--- src/rtl/mpe_gemv_tile_engine.sv ---
// mpe_gemv_tile_engine: y = sat((W*x) >>> shift) over NUM_LANES parallel MAC lanes, x buffered once and reused per row-group
module mpe_gemv_tile_engine #(
  parameter int NUM_LANES   = 4,
  parameter int DATA_WIDTH  = 8,
  parameter int ACCUM_WIDTH = 32,
  parameter int MAX_K       = 256,
  parameter int GROUP_WIDTH = 8
) (
  input  logic                            clk,
  input  logic                            rst_n,
  input  logic                            start,
  input  logic [$clog2(MAX_K+1)-1:0]      cfg_k,
  input  logic [GROUP_WIDTH-1:0]          cfg_groups,
  input  logic [$clog2(ACCUM_WIDTH)-1:0]  cfg_shift,
  input  logic                            x_valid,
  output logic                            x_ready,
  input  logic [DATA_WIDTH-1:0]           x_data,
  input  logic                            w_valid,
  output logic                            w_ready,
  input  logic [NUM_LANES*DATA_WIDTH-1:0] w_data,
  output logic                            y_valid,
  input  logic                            y_ready,
  output logic [NUM_LANES*DATA_WIDTH-1:0] y_data,
  output logic                            busy,
  output logic                            done,
  output logic                            err
);
  localparam int KW = $clog2(MAX_K+1);
  localparam int SW = $clog2(ACCUM_WIDTH);
  localparam int AW = (MAX_K > 1) ? $clog2(MAX_K) : 1;
  localparam int DW = DATA_WIDTH;
  localparam logic signed [ACCUM_WIDTH-1:0] YMAX = ACCUM_WIDTH'((1 << (DW-1)) - 1);
  localparam logic signed [ACCUM_WIDTH-1:0] YMIN = -YMAX - 1;

  typedef enum logic [2:0] {IDLE, LOAD_X, COMPUTE, OUTPUT, DONE} state_t;
  state_t state, state_nx;

  logic [KW-1:0]                 k_cfg, k_idx;
  logic [GROUP_WIDTH-1:0]        g_cfg, grp;
  logic [SW-1:0]                 sh_cfg;
  logic signed [DW-1:0]          x_buf [MAX_K];
  logic signed [DW-1:0]          x_cur;
  logic signed [ACCUM_WIDTH-1:0] acc  [NUM_LANES];
  logic signed [ACCUM_WIDTH-1:0] prod [NUM_LANES];
  logic cfg_ok, x_hs, w_hs, y_hs, k_last, g_last;

  assign cfg_ok  = cfg_k != '0 && cfg_k <= KW'(MAX_K) && cfg_groups != '0;
  assign x_ready = state == LOAD_X;
  assign w_ready = state == COMPUTE;
  assign y_valid = state == OUTPUT;
  assign busy    = state != IDLE;
  assign done    = state == DONE;
  assign x_hs    = x_valid && x_ready;
  assign w_hs    = w_valid && w_ready;
  assign y_hs    = y_valid && y_ready;
  assign k_last  = k_idx == k_cfg - 1'b1;
  assign g_last  = grp == g_cfg - 1'b1;
  assign x_cur   = x_buf[k_idx[AW-1:0]];

  always_ff @(posedge clk or negedge rst_n)
    if (!rst_n) state <= IDLE;
    else        state <= state_nx;

  always_comb begin
    state_nx = state;
    case (state)
      IDLE:    state_nx = (start && cfg_ok) ? LOAD_X : IDLE;
      LOAD_X:  state_nx = (x_hs && k_last) ? COMPUTE : LOAD_X;
      COMPUTE: state_nx = (w_hs && k_last) ? OUTPUT : COMPUTE;
      OUTPUT:  state_nx = y_hs ? (g_last ? DONE : COMPUTE) : OUTPUT;
      default: state_nx = IDLE;
    endcase
  end

  always_ff @(posedge clk)
    if (x_hs) x_buf[k_idx[AW-1:0]] <= x_data;

  always_ff @(posedge clk or negedge rst_n) begin
    if (!rst_n) begin
      k_cfg  <= '0;
      g_cfg  <= '0;
      sh_cfg <= '0;
      k_idx  <= '0;
      grp    <= '0;
      err    <= 1'b0;
      for (int l = 0; l < NUM_LANES; l++) acc[l] <= '0;
    end else begin
      err <= state == IDLE && start && !cfg_ok;
      if (state == IDLE && start && cfg_ok) begin
        k_cfg  <= cfg_k;
        g_cfg  <= cfg_groups;
        sh_cfg <= cfg_shift;
        k_idx  <= '0;
        grp    <= '0;
      end
      if (x_hs || w_hs) k_idx <= k_last ? '0 : k_idx + 1'b1;
      if (y_hs) grp <= grp + 1'b1;
      // first beat of a group overwrites so no previous group's sum leaks in
      for (int l = 0; l < NUM_LANES; l++)
        if (w_hs) acc[l] <= (k_idx == '0 ? '0 : acc[l]) + prod[l];
    end
  end

  for (genvar i = 0; i < NUM_LANES; i++) begin : g_lane
    logic signed [DW-1:0]          w_l;
    logic signed [ACCUM_WIDTH-1:0] sh;
    assign w_l     = w_data[i*DW +: DW];
    assign prod[i] = ACCUM_WIDTH'(x_cur) * ACCUM_WIDTH'(w_l);
    assign sh      = acc[i] >>> sh_cfg;
    assign y_data[i*DW +: DW] = !y_valid ? '0 :
                                sh > YMAX ? YMAX[DW-1:0] :
                                sh < YMIN ? YMIN[DW-1:0] : sh[DW-1:0];
  end
endmodule

--- config.mk ---
export PLATFORM = sky130hd
export DESIGN_NAME = mpe_gemv_tile_engine
export DESIGN_NICKNAME = d
export VERILOG_FILES = /design/src/rtl/mpe_gemv_tile_engine.sv
export SDC_FILE = /design/constraint.sdc
export NUM_CORES = 2
export LEC_CHECK = 0
export CAP_MARGIN = 10
export CELL_PAD_IN_SITES_DETAIL_PLACEMENT = 0
export CELL_PAD_IN_SITES_GLOBAL_PLACEMENT = 1
export CORE_ASPECT_RATIO = 1.4
export CORE_MARGIN = 8
export CORE_UTILIZATION = 52
export CTS_CLUSTER_SIZE = 40
export DETAILED_ROUTE_END_ITERATION = 7
export GPL_TIMING_DRIVEN = 0
export PLACE_DENSITY_LB_ADDON = 0.1
export SYNTH_ARGS = -nofsm -noshare
export SYNTH_HDL_FRONTEND = slang
export SYNTH_SLANG_ARGS = --single-unit
--- constraint.sdc ---
create_clock -name clk -period 12.3 [get_ports clk]
set_clock_uncertainty 0.1 [all_clocks]
set_input_delay 2.46 -clock clk [delete_from_list [all_inputs] [get_ports clk]]
set_output_delay 2.46 -clock clk [all_outputs]
set_load 0.005 [all_outputs]
Yosys cells after proc, flatten, opt, wreduce, memory -nomap -nowiden. Memory sizes are Yosys's and may differ from the RTL's. Cells that the tools add are included.

Multipliers: 4. Eq/ne operators: 6. Reduce and logical (&&, ||, !) cells: 20. $add $sub $neg: 8. Shift-type cells: 4. Magnitude comparators: 9. Mux-type cells: 29.

Operator list (count): adder 32 bit (4); > comparator 32 x 8 -> 1 bit (second input constant) (4); < comparator 32 x 8 -> 1 bit (second input constant) (4); two-way mux 32 bit (4); >>> shifter 32 x 5 -> 32 bit (4); two-way mux 8 bit (14); multiplier 8 x 8 -> 16 bit (4); two-way mux 9 bit (3); one-hot mux 3 bit (4 select lines) (1); logical AND 1 bit (11); adder 9 x 1 -> 9 bit (second input constant) (1); equality test 9 bit (1); <= comparator 9 bit (second input constant) (1); zero test 9 bit (1); nonzero test 9 bit (1); subtractor 9 x 1 -> 9 bit (second input constant) (1); adder 8 x 1 -> 8 bit (second input constant) (1); equality test 8 bit (1); nonzero test 8 bit (1); subtractor 8 x 1 -> 8 bit (second input constant) (1); equality test 3 x 2 -> 1 bit (second input constant) (2); two-way mux 3 bit (2); two-way mux 1 bit (4); nonzero test 2 bit (2); other kinds (7) (7).

Bits in writable memories: 2048. Bits in registers: 171. Output and inout port bits: 38. Memories: 1.

Memories: x_buf (words 256, bits a word 8, rd ports 1, clocked after Yosys merged registers in 0, write ports 1, RTL line 41) `logic signed [DW-1:0] x_buf [MAX_K];`.

Logic depth before layout (Yosys ltp).
Word-level depth: 6. Depth in mapped cells: 44.

Worst setup path before layout. Ideal clock, no wire load.

Kind: register to register. From: reg k_idx[1]. To: reg acc[31] (netlist bit). Period minus slack after synthesis: 10.218 ns. Path slack: 2.082 ns. Arrival: 9.981 ns. Library setup time: 0.137 ns. Buffers on the path: 6. Cell stages (with the launch flop): 41. Cells stage by stage: dfrtp_1 > buf_4 > clkbuf_1 > clkbuf_1 > clkbuf_1 > mux4_2 > mux4_2 > nand2_1 > nand4_1 > a211oi_2 > clkbuf_1 > nand2b_1 > inv_1 > fa_1 > inv_1 > fa_1 > inv_1 > fa_1 > [5 not listed] > o21bai_1 > a2111o_1 > a31oi_1 > nor2_1 > inv_1 > buf_2 > ha_1 > a21o_1 > a21o_1 > a21oi_1 > nor2_1 > o311a_1 > o22a_1 > a311o_1 > a221o_1 > a21oi_2 > mux2i_1 > a2bb2oi_1.

Cells in the longest elaborated chain, start to end: 3. Elaborated cells between the ends (all ways): 5.

Ends and longest elaborated chain: start: declaration (RTL line 38) `logic [KW-1:0] k_cfg, k_idx;`; start signal: assignment (RTL line 96) `if (x_hs || w_hs) k_idx <= k_last ? '0 : k_idx + 1'b1;`; memory read (256 x 8 bit) or zero test 9 bit (tied branches); multiplier 8 x 8 -> 16 bit or two-way mux 32 bit (tied branches) (RTL line 108, 100); adder 32 bit * (RTL line 100) `if (w_hs) acc[l] <= (k_idx == '0 ? '0 : acc[l]) + prod[l];`; end signal: indexed assignment (RTL line 100); end: declaration (RTL line 43) `logic signed [ACCUM_WIDTH-1:0] acc [NUM_LANES];`.

Mark *: on every way between the ends. The rest lies on a longest branch, timed or not. A chain may end at the register's enable or synchronous reset.

Final worst setup path.
From: reg k_idx[3]. To: reg acc[120] (netlist bit).

Same word-level chain as after synthesis.

==> flow_summary_export.csv <==
group,metric,value,unit
setup_path,worstReg2RegStart,"k_idx[3]",
clocking,cts-root-buf,"clkbuf_16",
logic_synthesis,synthTopCellsByArea,"edfxtp_1 56%, mux4_2 15%, fa_1 4.1%",
clocking,clk_latency,0.93,ns
die,start_util,52.2,%
logic_synthesis,synth.most_common_cell,"edfxtp_1",
timing,slew_viol_final,3,
worst_hold_path,hold_depth,2,
status,violations,"capacitance limit, slew limit",
routing,drtPass1Iterations,6,
setup_path,worstPathRequired,12.90,ns
clocking,cts_tree,"yes",
placement,postPlaceCellArea,116000,µm²
grt,grt_pass1_vias,70081,
placement,dp_slack,-3.55,ns
logic_synthesis,synth_edf_count,2048,
setup_path,r2r_cells,41,
status,status,"complete, but fails checks",
clocking,clock_path_buffers,4,
clocking,hold_buffers,0,
finish,areaGrowthSynthToFinish,12.0,%
finish,layout-drive-gt1-share,18.2,%
setup_path,rrSetupSlack,0.03,ns
clocking,clock_sinks,2219,
logic_synthesis,yosys.area.top_type_share,55.7,%
timing,fin_ws,0.0260,ns
routing,wl,423000,µm
logic_synthesis,postSynth.asyncResetShare,7.71,%
routing,drcViolationCount,0,
routing,dr_total_vias,70501,
die,row_count,200,
worst_hold_path,hp-start,"acc[64]",
worst_hold_path,worst_hold_path_type,"reg -> reg",
flow_run,drv_cap,1,
placement,hpwl,306000,µm
logic_synthesis,synthCells,7286,
setup_path,crit_family,"buffers and inverters",
logic_synthesis,synth.avg_cell_area,15.2,µm²
placement,io_buffers,105,
timing,finalSetupViolations,0,
setup_path,crit_start,"k_idx[3]",
routing,drtIter0Drc,8778,
grt,grt_pass1_wl,571000,µm
routing,wl_per_cell,39.6,µm
grt,grt_start_max_net_pins,169,
die,ios,106,
grt,antenna_found_initial,12,
placement,place_congestion,1.01,
setup_path,path_buf_inv,15,
die,core_area,212000,µm²
timing,relSlewSlack,-3.80,%
die,dieHeight,561,µm
worst_hold_path,hold_end,"acc[64]",
finish,fin_area,124000,µm²
grt,grt_overflow,0,
setup_path,critPathSlowestCell,"nand4_1",
setup_path,path_class,"reg -> reg",
setup_path,r2r_end,"acc[120]",
logic_synthesis,synth_area_leader_cell,"edfxtp_1",
clocking,htree_levels,4,
logic_synthesis,synth_area,110000,µm²
clocking,numCtsBuffers,212,
routing,viasPerCell,6.61,
logic_synthesis,ys_ff_latch,2219,
timing,period_share,99.8,%
logic_synthesis,ys_seq_area_share,59.5,%
setup_path,cpPeakStageDelay,0.56,ns
timing,fmax,81.5,MHz
die,die_x,406,µm
logic_synthesis,synth_cell_types,96,
setup_path,crit_fanout,14,
setup_path,cp-start-kind,"flop",
timing,rsz0062_at_grt,"no",
routing,ant_nets,0,
grt,grtUsageTotal,36.6,%
die,die_area,228000,µm²
logic_synthesis,synth_nets,7799,
logic_synthesis,ys.warnings.count,0,
setup_path,crit_arrival,12.87,ns
logic_synthesis,synth_top_flop_cell,"edfxtp_1",
timing,hold_viol,0,
clocking,path_clk_slew,0.07,ns
setup_path,path_common_cell,"inv_1",
timing,tightest_slew,1.54,ns
logic_synthesis,ys_top_cells_by_count,"2,048 x edfxtp_1, 718 x mux4_2, 560 x nand2_1, 490 x nor2_1, 413 x inv_1",
setup_path,worstSetupEndpointType,"flop",
timing,layout_min_cycle_time,12.27,ns
finish,nets,8181,
-- per-layer routing --
layer  share of wire [%]  vias to the layer above  track usage [%]
li1                    -                    28602                -
met1                  32                    36547             40.6
met2                  49                     4145             61.5
met3                 7.6                     1199             5.56
met4                  11                        8             31.5
met5               0.011                        -                0
-- worst reg2reg max path: cells and delay by family (launching register included) --
family,cells,cell delay (ns)
mux,2,0.64
xor+xnor,1,0.27
fa+ha+maj,6,2.69
flops,1,0.38
compound gates,11,2.63
simple gates,6,1.66
buf+inv,15,3.78
-- how the worst max path moves through the flow --
| stage | to | slack, ns | depth (start not counted) |
|---|---|---|---|
| finish | acc[120] | 0.03 | 41 |
| global route | acc[120] | 0.004 | 42 |
| CTS | acc[31] | 0.005 | 43 |
| detailed placement | acc[121] | -3.55 | 36 |
| global placement | acc[62] | -7.05 | 33 |
| floorplan | acc[31] | 2.08 | 40 |
-- cell usage in the layout, fill, tap and decap left out, types with 40 or more instances in the layout --
cell type        instances
a211oi_1                40
a21o_1                  70
a21oi_1                246
and2_1                 185
buf_2                   55
buf_4                   49
buf_6                   46
clkbuf_1               209
clkbuf_16              212
clkbuf_2                42
clkdlybuf4s50_1         96
clkinv_1                51
dfrtp_1                169
edfxtp_1              2048
fa_1                   224
ha_1                   221
inv_1                  413
mux2_2                  59
mux2i_1                120
mux4_2                 718
nand2_1                560
nand2b_1                41
nand3_1                 96
nor2_1                 488
nor2b_1                136
nor3_1                  45
o211ai_1                43
o21ai_0                293
xnor2_1                117
xor2_1                  62
-- layout make-up --
cell class / instances / area (µm²)
fillers: 16512 / 87900
repair buffers: 171 / 2130
inverters: 415 / 1560
plain buffers: 417 / 2530
multi-input cells: 4232 / 41500
clock buffers: 250 / 5450
clock inverters: 121 / 1210
well taps: 2828 / 3540
flip-flops and latches: 2219 / 65800
diodes: 13 / 32.5
-- through the flow --
step | setup TNS, ns | util, % | hold WS (ns) | instances
2_1_floorplan | 0 | - | 0.355 | 7286
3_3_place_gp | -439.60 | 54.3 | 0.386 | 10219
3_5_place_dp | -152.51 | 54.8 | 0.402 | 10260
4_1_cts | 0 | 58.3 | 0.418 | 10639
5_1_grt | 0 | 58.5 | 0.436 | 10654
6_report | 0 | 58.5 | 0.409 | 10666
-- repair_timing --
action	in CTS	in global routing
resized for setup	183	65
pin swaps	8	7
endpoints found under the setup margin	69	27
setup buffers	9	16
-- registers in the layout, indices dropped and copies added, names as in the netlist --
register / cells
acc: 128
err: 1
g_cfg: 8
grp: 8
k_cfg: 9
k_idx: 9
sh_cfg: 5
state: 3
x_buf: 2048
-- cells by family after synthesis --
logic type                 after synthesis  synth area share [%]
AOI/OAI and AO/OA                      979                  5.61
xor gates and xnor gates               187                  1.55
adders and majority gates              445                  6.56
buffers and inverters                  835                  3.11
DFF                                   2219                  59.5
muxes                                  898                  16.3
and+or+nand+nor                       1723                  7.29
Power is not shown: default switching activity piles up to over one toggle a cycle in this logic, so the estimate is an artifact.
